File: src/rtl/hazard_pipeline_ctrl.sv
// ---------------------------------------------------------------------------
// hazard_pipeline_ctrl
//   Controls how the IF/ID and ID/EX pipeline registers of the 5-stage core
//   advance. Each cycle it decides whether the PC and IF/ID advance, hold or
//   flush, and whether ID/EX latches, holds or takes a bubble. It handles:
//     - load-use hazards, with a one-cycle bubble
//     - EX-stage redirects, which flush IF/ID for FLUSH_CYCLES cycles
//     - data-memory wait states, which freeze the whole pipe
//   It also keeps saturating counters of stall cycles and serviced redirects.
//
// Ports
//   clk, rst              clock, synchronous active-high reset
//   id_rs1/id_rs2         source registers of the ID instruction
//   id_use_rs1/id_use_rs2 ID instruction really reads rs1 / rs2
//   id_control            decoder control bundle (MSB = enable)
//   ex_rd, ex_memread     destination register / load flag of the EX instr
//   ex_redirect           branch taken / jump resolved in EX
//   dmem_busy             data memory stalled; freeze everything
//   pc_write              PC may update
//   if_id_write           IF/ID may latch
//   if_id_flush           IF/ID loads a NOP
//   id_ex_write           ID/EX may latch
//   id_ex_control         ID/EX bundle; all zeros for a bubble
//   stall_cnt             cycles with pc_write=0 (saturating)
//   flush_cnt             redirects serviced (saturating)
// ---------------------------------------------------------------------------
module hazard_pipeline_ctrl #(
  parameter int REG_AW       = 5,
  parameter int CTRL_W       = 11,
  parameter int FLUSH_CYCLES = 2,
  parameter int CNT_W        = 16
) (
  input  logic              clk,
  input  logic              rst,
  input  logic [REG_AW-1:0] id_rs1,
  input  logic [REG_AW-1:0] id_rs2,
  input  logic              id_use_rs1,
  input  logic              id_use_rs2,
  input  logic [CTRL_W-1:0] id_control,
  input  logic [REG_AW-1:0] ex_rd,
  input  logic              ex_memread,
  input  logic              ex_redirect,
  input  logic              dmem_busy,
  output logic              pc_write,
  output logic              if_id_write,
  output logic              if_id_flush,
  output logic              id_ex_write,
  output logic [CTRL_W-1:0] id_ex_control,
  output logic [CNT_W-1:0]  stall_cnt,
  output logic [CNT_W-1:0]  flush_cnt
);

  typedef enum logic [1:0] {RUN, FLUSH, MEM_WAIT} state_t;

  // flush_left only ever holds values 0..FLUSH_CYCLES-1
  localparam int FLW = (FLUSH_CYCLES > 1) ? $clog2(FLUSH_CYCLES) : 1;
  localparam logic [FLW-1:0] FL_RELOAD = FLW'(FLUSH_CYCLES - 1);
  // With a single flush cycle the redirect cycle is the whole window
  localparam state_t REDIR_NEXT = (FLUSH_CYCLES > 1) ? FLUSH : RUN;

  state_t           state_q, state_d;
  state_t           ret_q, ret_d;      // state to resume after MEM_WAIT
  logic [FLW-1:0]   flush_left_q, flush_left_d;
  logic             pend_q, pend_d;    // redirect seen while frozen
  logic [CNT_W-1:0] stall_q, flush_q;
  logic             flush_inc;
  logic             load_use;
  state_t           eff_state;

  assign load_use = ex_memread && (ex_rd != '0) &&
                    ((id_use_rs1 && (ex_rd == id_rs1)) ||
                     (id_use_rs2 && (ex_rd == id_rs2)));

  // Leaving MEM_WAIT, this cycle behaves as the state that was interrupted
  assign eff_state = (state_q == MEM_WAIT) ? ret_q : state_q;

  always_comb begin
    state_d       = state_q;
    ret_d         = ret_q;
    flush_left_d  = flush_left_q;
    pend_d        = pend_q;
    flush_inc     = 1'b0;
    pc_write      = 1'b1;
    if_id_write   = 1'b1;
    if_id_flush   = 1'b0;
    id_ex_write   = 1'b1;
    id_ex_control = id_control;

    if (rst) begin
      pc_write      = 1'b0;
      if_id_write   = 1'b0;
      if_id_flush   = 1'b1;
      id_ex_control = '0;
      state_d       = RUN;
      ret_d         = RUN;
      flush_left_d  = '0;
      pend_d        = 1'b0;
    end else if (dmem_busy) begin
      pc_write      = 1'b0;
      if_id_write   = 1'b0;
      id_ex_write   = 1'b0;
      id_ex_control = '0;
      if (state_q != MEM_WAIT) ret_d = state_q;
      state_d = MEM_WAIT;
      if (ex_redirect) pend_d = 1'b1;
    end else if (ex_redirect || pend_q) begin
      // pend_q can only be set while in MEM_WAIT
      if_id_flush   = 1'b1;
      id_ex_control = '0;
      flush_inc     = 1'b1;
      pend_d        = 1'b0;
      flush_left_d  = FL_RELOAD;
      state_d       = REDIR_NEXT;
    end else if (eff_state == FLUSH) begin
      if_id_flush   = 1'b1;
      id_ex_control = '0;
      flush_left_d  = flush_left_q - FLW'(1);
      state_d       = (flush_left_q == FLW'(1)) ? RUN : FLUSH;
    end else if (load_use) begin
      pc_write      = 1'b0;
      if_id_write   = 1'b0;
      id_ex_control = '0;
      state_d       = RUN;
    end else begin
      state_d = RUN;
    end
  end

  always_ff @(posedge clk) begin
    if (rst) begin
      state_q      <= RUN;
      ret_q        <= RUN;
      flush_left_q <= '0;
      pend_q       <= 1'b0;
      stall_q      <= '0;
      flush_q      <= '0;
    end else begin
      state_q      <= state_d;
      ret_q        <= ret_d;
      flush_left_q <= flush_left_d;
      pend_q       <= pend_d;
      if (!pc_write && !(&stall_q)) stall_q <= stall_q + CNT_W'(1);
      if (flush_inc && !(&flush_q)) flush_q <= flush_q + CNT_W'(1);
    end
  end

  assign stall_cnt = stall_q;
  assign flush_cnt = flush_q;

endmodule

File: config.mk
export PLATFORM = sky130hd
export DESIGN_NAME = hazard_pipeline_ctrl
export DESIGN_NICKNAME = d
export VERILOG_FILES = /design/src/rtl/hazard_pipeline_ctrl.sv
export SDC_FILE = /design/constraint.sdc
export NUM_CORES = 1
export LEC_CHECK = 0
export CAP_MARGIN = 5
export CORE_MARGIN = 8
export CORE_UTILIZATION = 35
export CTS_CLUSTER_DIAMETER = 60
export DETAILED_ROUTE_END_ITERATION = 10
export GPL_TIMING_DRIVEN = 0
export PLACE_DENSITY = 0.76
export SYNTH_ARGS = -nofsm -noshare
export SYNTH_HDL_FRONTEND = slang
export SYNTH_SLANG_ARGS = --single-unit
File: constraint.sdc
create_clock -name clk -period 3.1 [get_ports clk]
set_input_delay 0.62 -clock clk [delete_from_list [all_inputs] [get_ports clk]]
set_output_delay 0.62 -clock clk [all_outputs]
set_load 0.01 [all_outputs]
==> impl_metrics.py <==
metrics = {
    "run_status": {
        "status": "finished clean",
    },
    "critical_path": {
        "critPathMaxFanout": 4,
        "cp_top_family": "buffers and inverters",
        "critical_path.startpoint_type": "input port",
        "path_class": "input port to output pin",
        "worstPathRequired_ns": 2.48,
        "worstSetupEndpointType": "output pin",
        "cp_cell_sequence": "dlygate4sd2_1 -> or4_1 -> o21a_1 -> a311oi_4 -> buf_6 -> dlygate4sd2_1",
        "max_stage_delay_ns": 0.53,
        "crit_top_cell": "dlygate4sd2_1",
        "slowest_stage": "or4_1",
        "path_buf_inv": 3,
        "crit_arrival_ns": 2.43,
    },
    "pwr": {
        "vdd_ir_drop_max_mv": 0.246,
        "swShare_pct": 21.0,
        "pwr-share-seq_pct": 43.2,
        "p_clk_share_pct": 44.2,
        "netSwitchingPower_uw": 246,
        "comb_power_share_pct": 12.6,
        "internal-power_uw": 925,
        "powerDensity_nw_per_um2": 383,
        "p_leak_nw": 1.11,
    },
    "floorplan": {
        "start_util_pct": 36.2,
        "num_rows": 27,
        "die_area_sq_um": 8370,
        "core_sq_um": 5510,
        "die_h_um": 91.5,
        "die_x_um": 91.5,
        "ioPinCount": 80,
    },
    "synthesis": {
        "synth.avg_cell_area_sq_um": 8.59,
        "syn-instance-count": 232,
        "synth-seq-cells": 38,
        "ys_seq_area_share_pct": 38.2,
        "netlist_area_sq_um": 1990,
        "synth_edf_count": 0,
        "ys_types": 41,
        "postSynth.asyncResetShare_pct": 0,
        "synth-main-ff-cell": "dfxtp_1",
        "ys_warn_count": 0,
        "syn_nets": 267,
    },
    "global_route": {
        "grt_overflow_total": 0,
        "grt_max_degree": 13,
        "antenna_found_initial": 0,
        "grt_pass1_wl_mm": 8.82,
        "grt_pass1_vias": 1968,
        "grt_usage_pct": 12.6,
    },
    "sta": {
        "slew_viol_final": 0,
        "max_freq_mhz": 328,
        "fin_crit_sh_pct": 98.3,
        "tightest_slew_ns": 0.536,
        "maxSlewHeadroom_pct": 63.8,
        "finalHoldViolations": 0,
        "post-route-min-period_ns": 3.05,
        "rsz0062_at_grt": "no",
        "fin_skew_ns": 0.00639,
        "finalSetupViolCount": 0,
    },
    "detailed_routing": {
        "drt_wl_total_mm": 5.26,
        "vias": 1903,
        "avgRoutedWirePerCell_um": 13.3,
        "drt_iter0_drc": 65,
        "drt_first_pass_iters": 4,
        "avgViaCountPerCell": 4.82,
        "final_antenna_net_count": 0,
        "drc": 0,
    },
    "run": {
        "cap_viol_max_count": 0,
    },
    "hold_path": {
        "hold_class": "register to register",
    },
    "clocking": {
        "clockRootBuffer": "clkbuf_8",
        "cts_buffers": 5,
        "clock_latency_ns": 0.29,
        "cts_buffer_depth": 2,
        "path_clk_slew_ns": 0.07,
        "cts_sinks": 38,
        "htreeDepth": 2,
        "cts_tree": "built",
    },
    "cells_and_area": {
        "drive_above_1_share_pct": 8.98,
        "nets": 357,
        "diodes": 0,
        "area_growth_pct": 53.3,
        "fin_util_pct": 55.5,
        "design_area_sq_um": 3060,
    },
    "place": {
        "placed_area_sq_um": 2860,
        "io_buffers": 78,
        "dp_hpwl_mm": 4.12,
        "gp_congestion": 0.762,
    },
}
==> worst register-to-register path: cells and delay by family, from the launching register on <==
kind             cells  cell delay, ns
multiplexers         1            0.29
AND/OR/NAND/NOR      6            1.63
flip-flops           1            0.35
==> layer usage <==
metal	up-vias	global-route usage [%]	routed length (um)
met5	-	0	0
met2	73	19.2	2340
li1	973	-	-
met3	6	7.33	620
met4	0	4.64	72
met1	851	14.1	2220
==> cells in the mapped netlist, types with 2 or more instances <==
| library cell | number | share of area, % |
|---|---|---|
| a21oi_1 | 7 | 1.8 |
| and2_1 | 15 | 4.7 |
| and3_1 | 5 | 1.6 |
| and4_1 | 2 | 0.88 |
| clkbuf_1 | 8 | 1.5 |
| dfxtp_1 | 38 | 38 |
| ha_1 | 2 | 1.3 |
| inv_1 | 5 | 0.94 |
| nand2_1 | 12 | 2.3 |
| nand2b_1 | 2 | 0.63 |
| nand3_1 | 15 | 3.8 |
| nand4_1 | 7 | 2.2 |
| nor2_1 | 38 | 7.2 |
| nor2b_1 | 2 | 0.63 |
| nor3_1 | 9 | 2.3 |
| nor4b_1 | 3 | 1.3 |
| o21ai_0 | 4 | 1.0 |
| o21bai_1 | 2 | 0.75 |
| xnor2_1 | 28 | 12 |
| xor2_1 | 7 | 3.1 |
==> flip-flops by register name, indices dropped and copies added (netlist names) <==
register	flops
flush_left_q	1
state_q	2
stall_cnt	16
flush_cnt	16
ret_q	2
pend_q	1
==> layout by cell type, fill, tap and decap left out, types with 3 or more instances in the layout <==
| cell | count |
|---|---|
| dlygate4sd2_1 | 8 |
| xnor2_1 | 28 |
| a21oi_1 | 6 |
| inv_1 | 5 |
| clkdlybuf4s50_1 | 60 |
| nor2_1 | 38 |
| and3_1 | 5 |
| nand4_1 | 7 |
| clkbuf_1 | 6 |
| buf_4 | 8 |
| nor4b_1 | 3 |
| dfxtp_1 | 38 |
| clkdlybuf4s15_1 | 8 |
| o21ai_0 | 4 |
| clkbuf_8 | 6 |
| xor2_1 | 7 |
| nor3_1 | 9 |
| nand3_1 | 15 |
| and2_1 | 15 |
| nand2_1 | 12 |
==> logic make-up after synthesis <==
logic type	share of synthesized area, %
and+or+nand+nor	30.8
buffers and inverters	3.26
muxes	1.82
xor gates and xnor gates	15.4
DFF	38.2
AOI/OAI and AO/OA	9.35
adders and majority gates	1.26
==> path summary, 6_finish.rpt <==
path | startpoint | endpoint | slack, ns | cells past startpoint
max | ex_rd[1] | if_id_write | 0.05 | 6
min | flush_left_q | flush_left_q | 0.47 | 2
min reg2reg | flush_left_q | flush_left_q | 0.47 | 2
max reg2reg | stall_cnt[8] | stall_cnt[15] | 0.73 | 7
==> stage by stage <==
step / setup slack, ns / TNS, ns / hold slack, ns / instances / total power, mW
final: 0.0517 / 0 / 0.471 / 395 / 1.17
after global routing: 0.000314 / 0 / 0.486 / 395 / 1.22
after CTS: 0.0615 / 0 / 0.465 / 394 / 1.18
after detailed placement: -0.695 / -7.55 / 0.454 / 382 / 0.662
after global placement: -0.682 / -7.27 / 0.445 / 382 / 0.659
after floorplan: 0.426 / 0 / 0.437 / 232 / 0.580
==> what timing repair did <==
item,4_1_cts,5_1_grt
endpoints found under the setup margin,13,12
pin swaps,2,1
setup buffers,4,1
gates resized for setup,24,12
hold buffers,0,0
==> final cells by class <==
class / count / area [sq um]
clock buffer: 6 / 82.6
clock inverter: 2 / 60.1
buffer: 10 / 53.8
timing repair buffer: 83 / 808
fill: 512 / 2450
tap: 72 / 90.1
multi-input combinational: 178 / 1180
sequential: 38 / 761
inverter: 6 / 22.5
==> power by group through the flow <==
| stage | Combinational [mW] | Clock (mW) | Sequential [mW] |
|---|---|---|---|
| detailed placement | 0.145 | 0 | 0.517 |
| CTS | 0.147 | 0.528 | 0.506 |
| floorplan | 0.0618 | 0 | 0.518 |
| global route | 0.161 | 0.553 | 0.507 |
| finish | 0.148 | 0.517 | 0.506 |
| global placement | 0.142 | 0 | 0.517 |
Power figures use the tool's default switching activity.
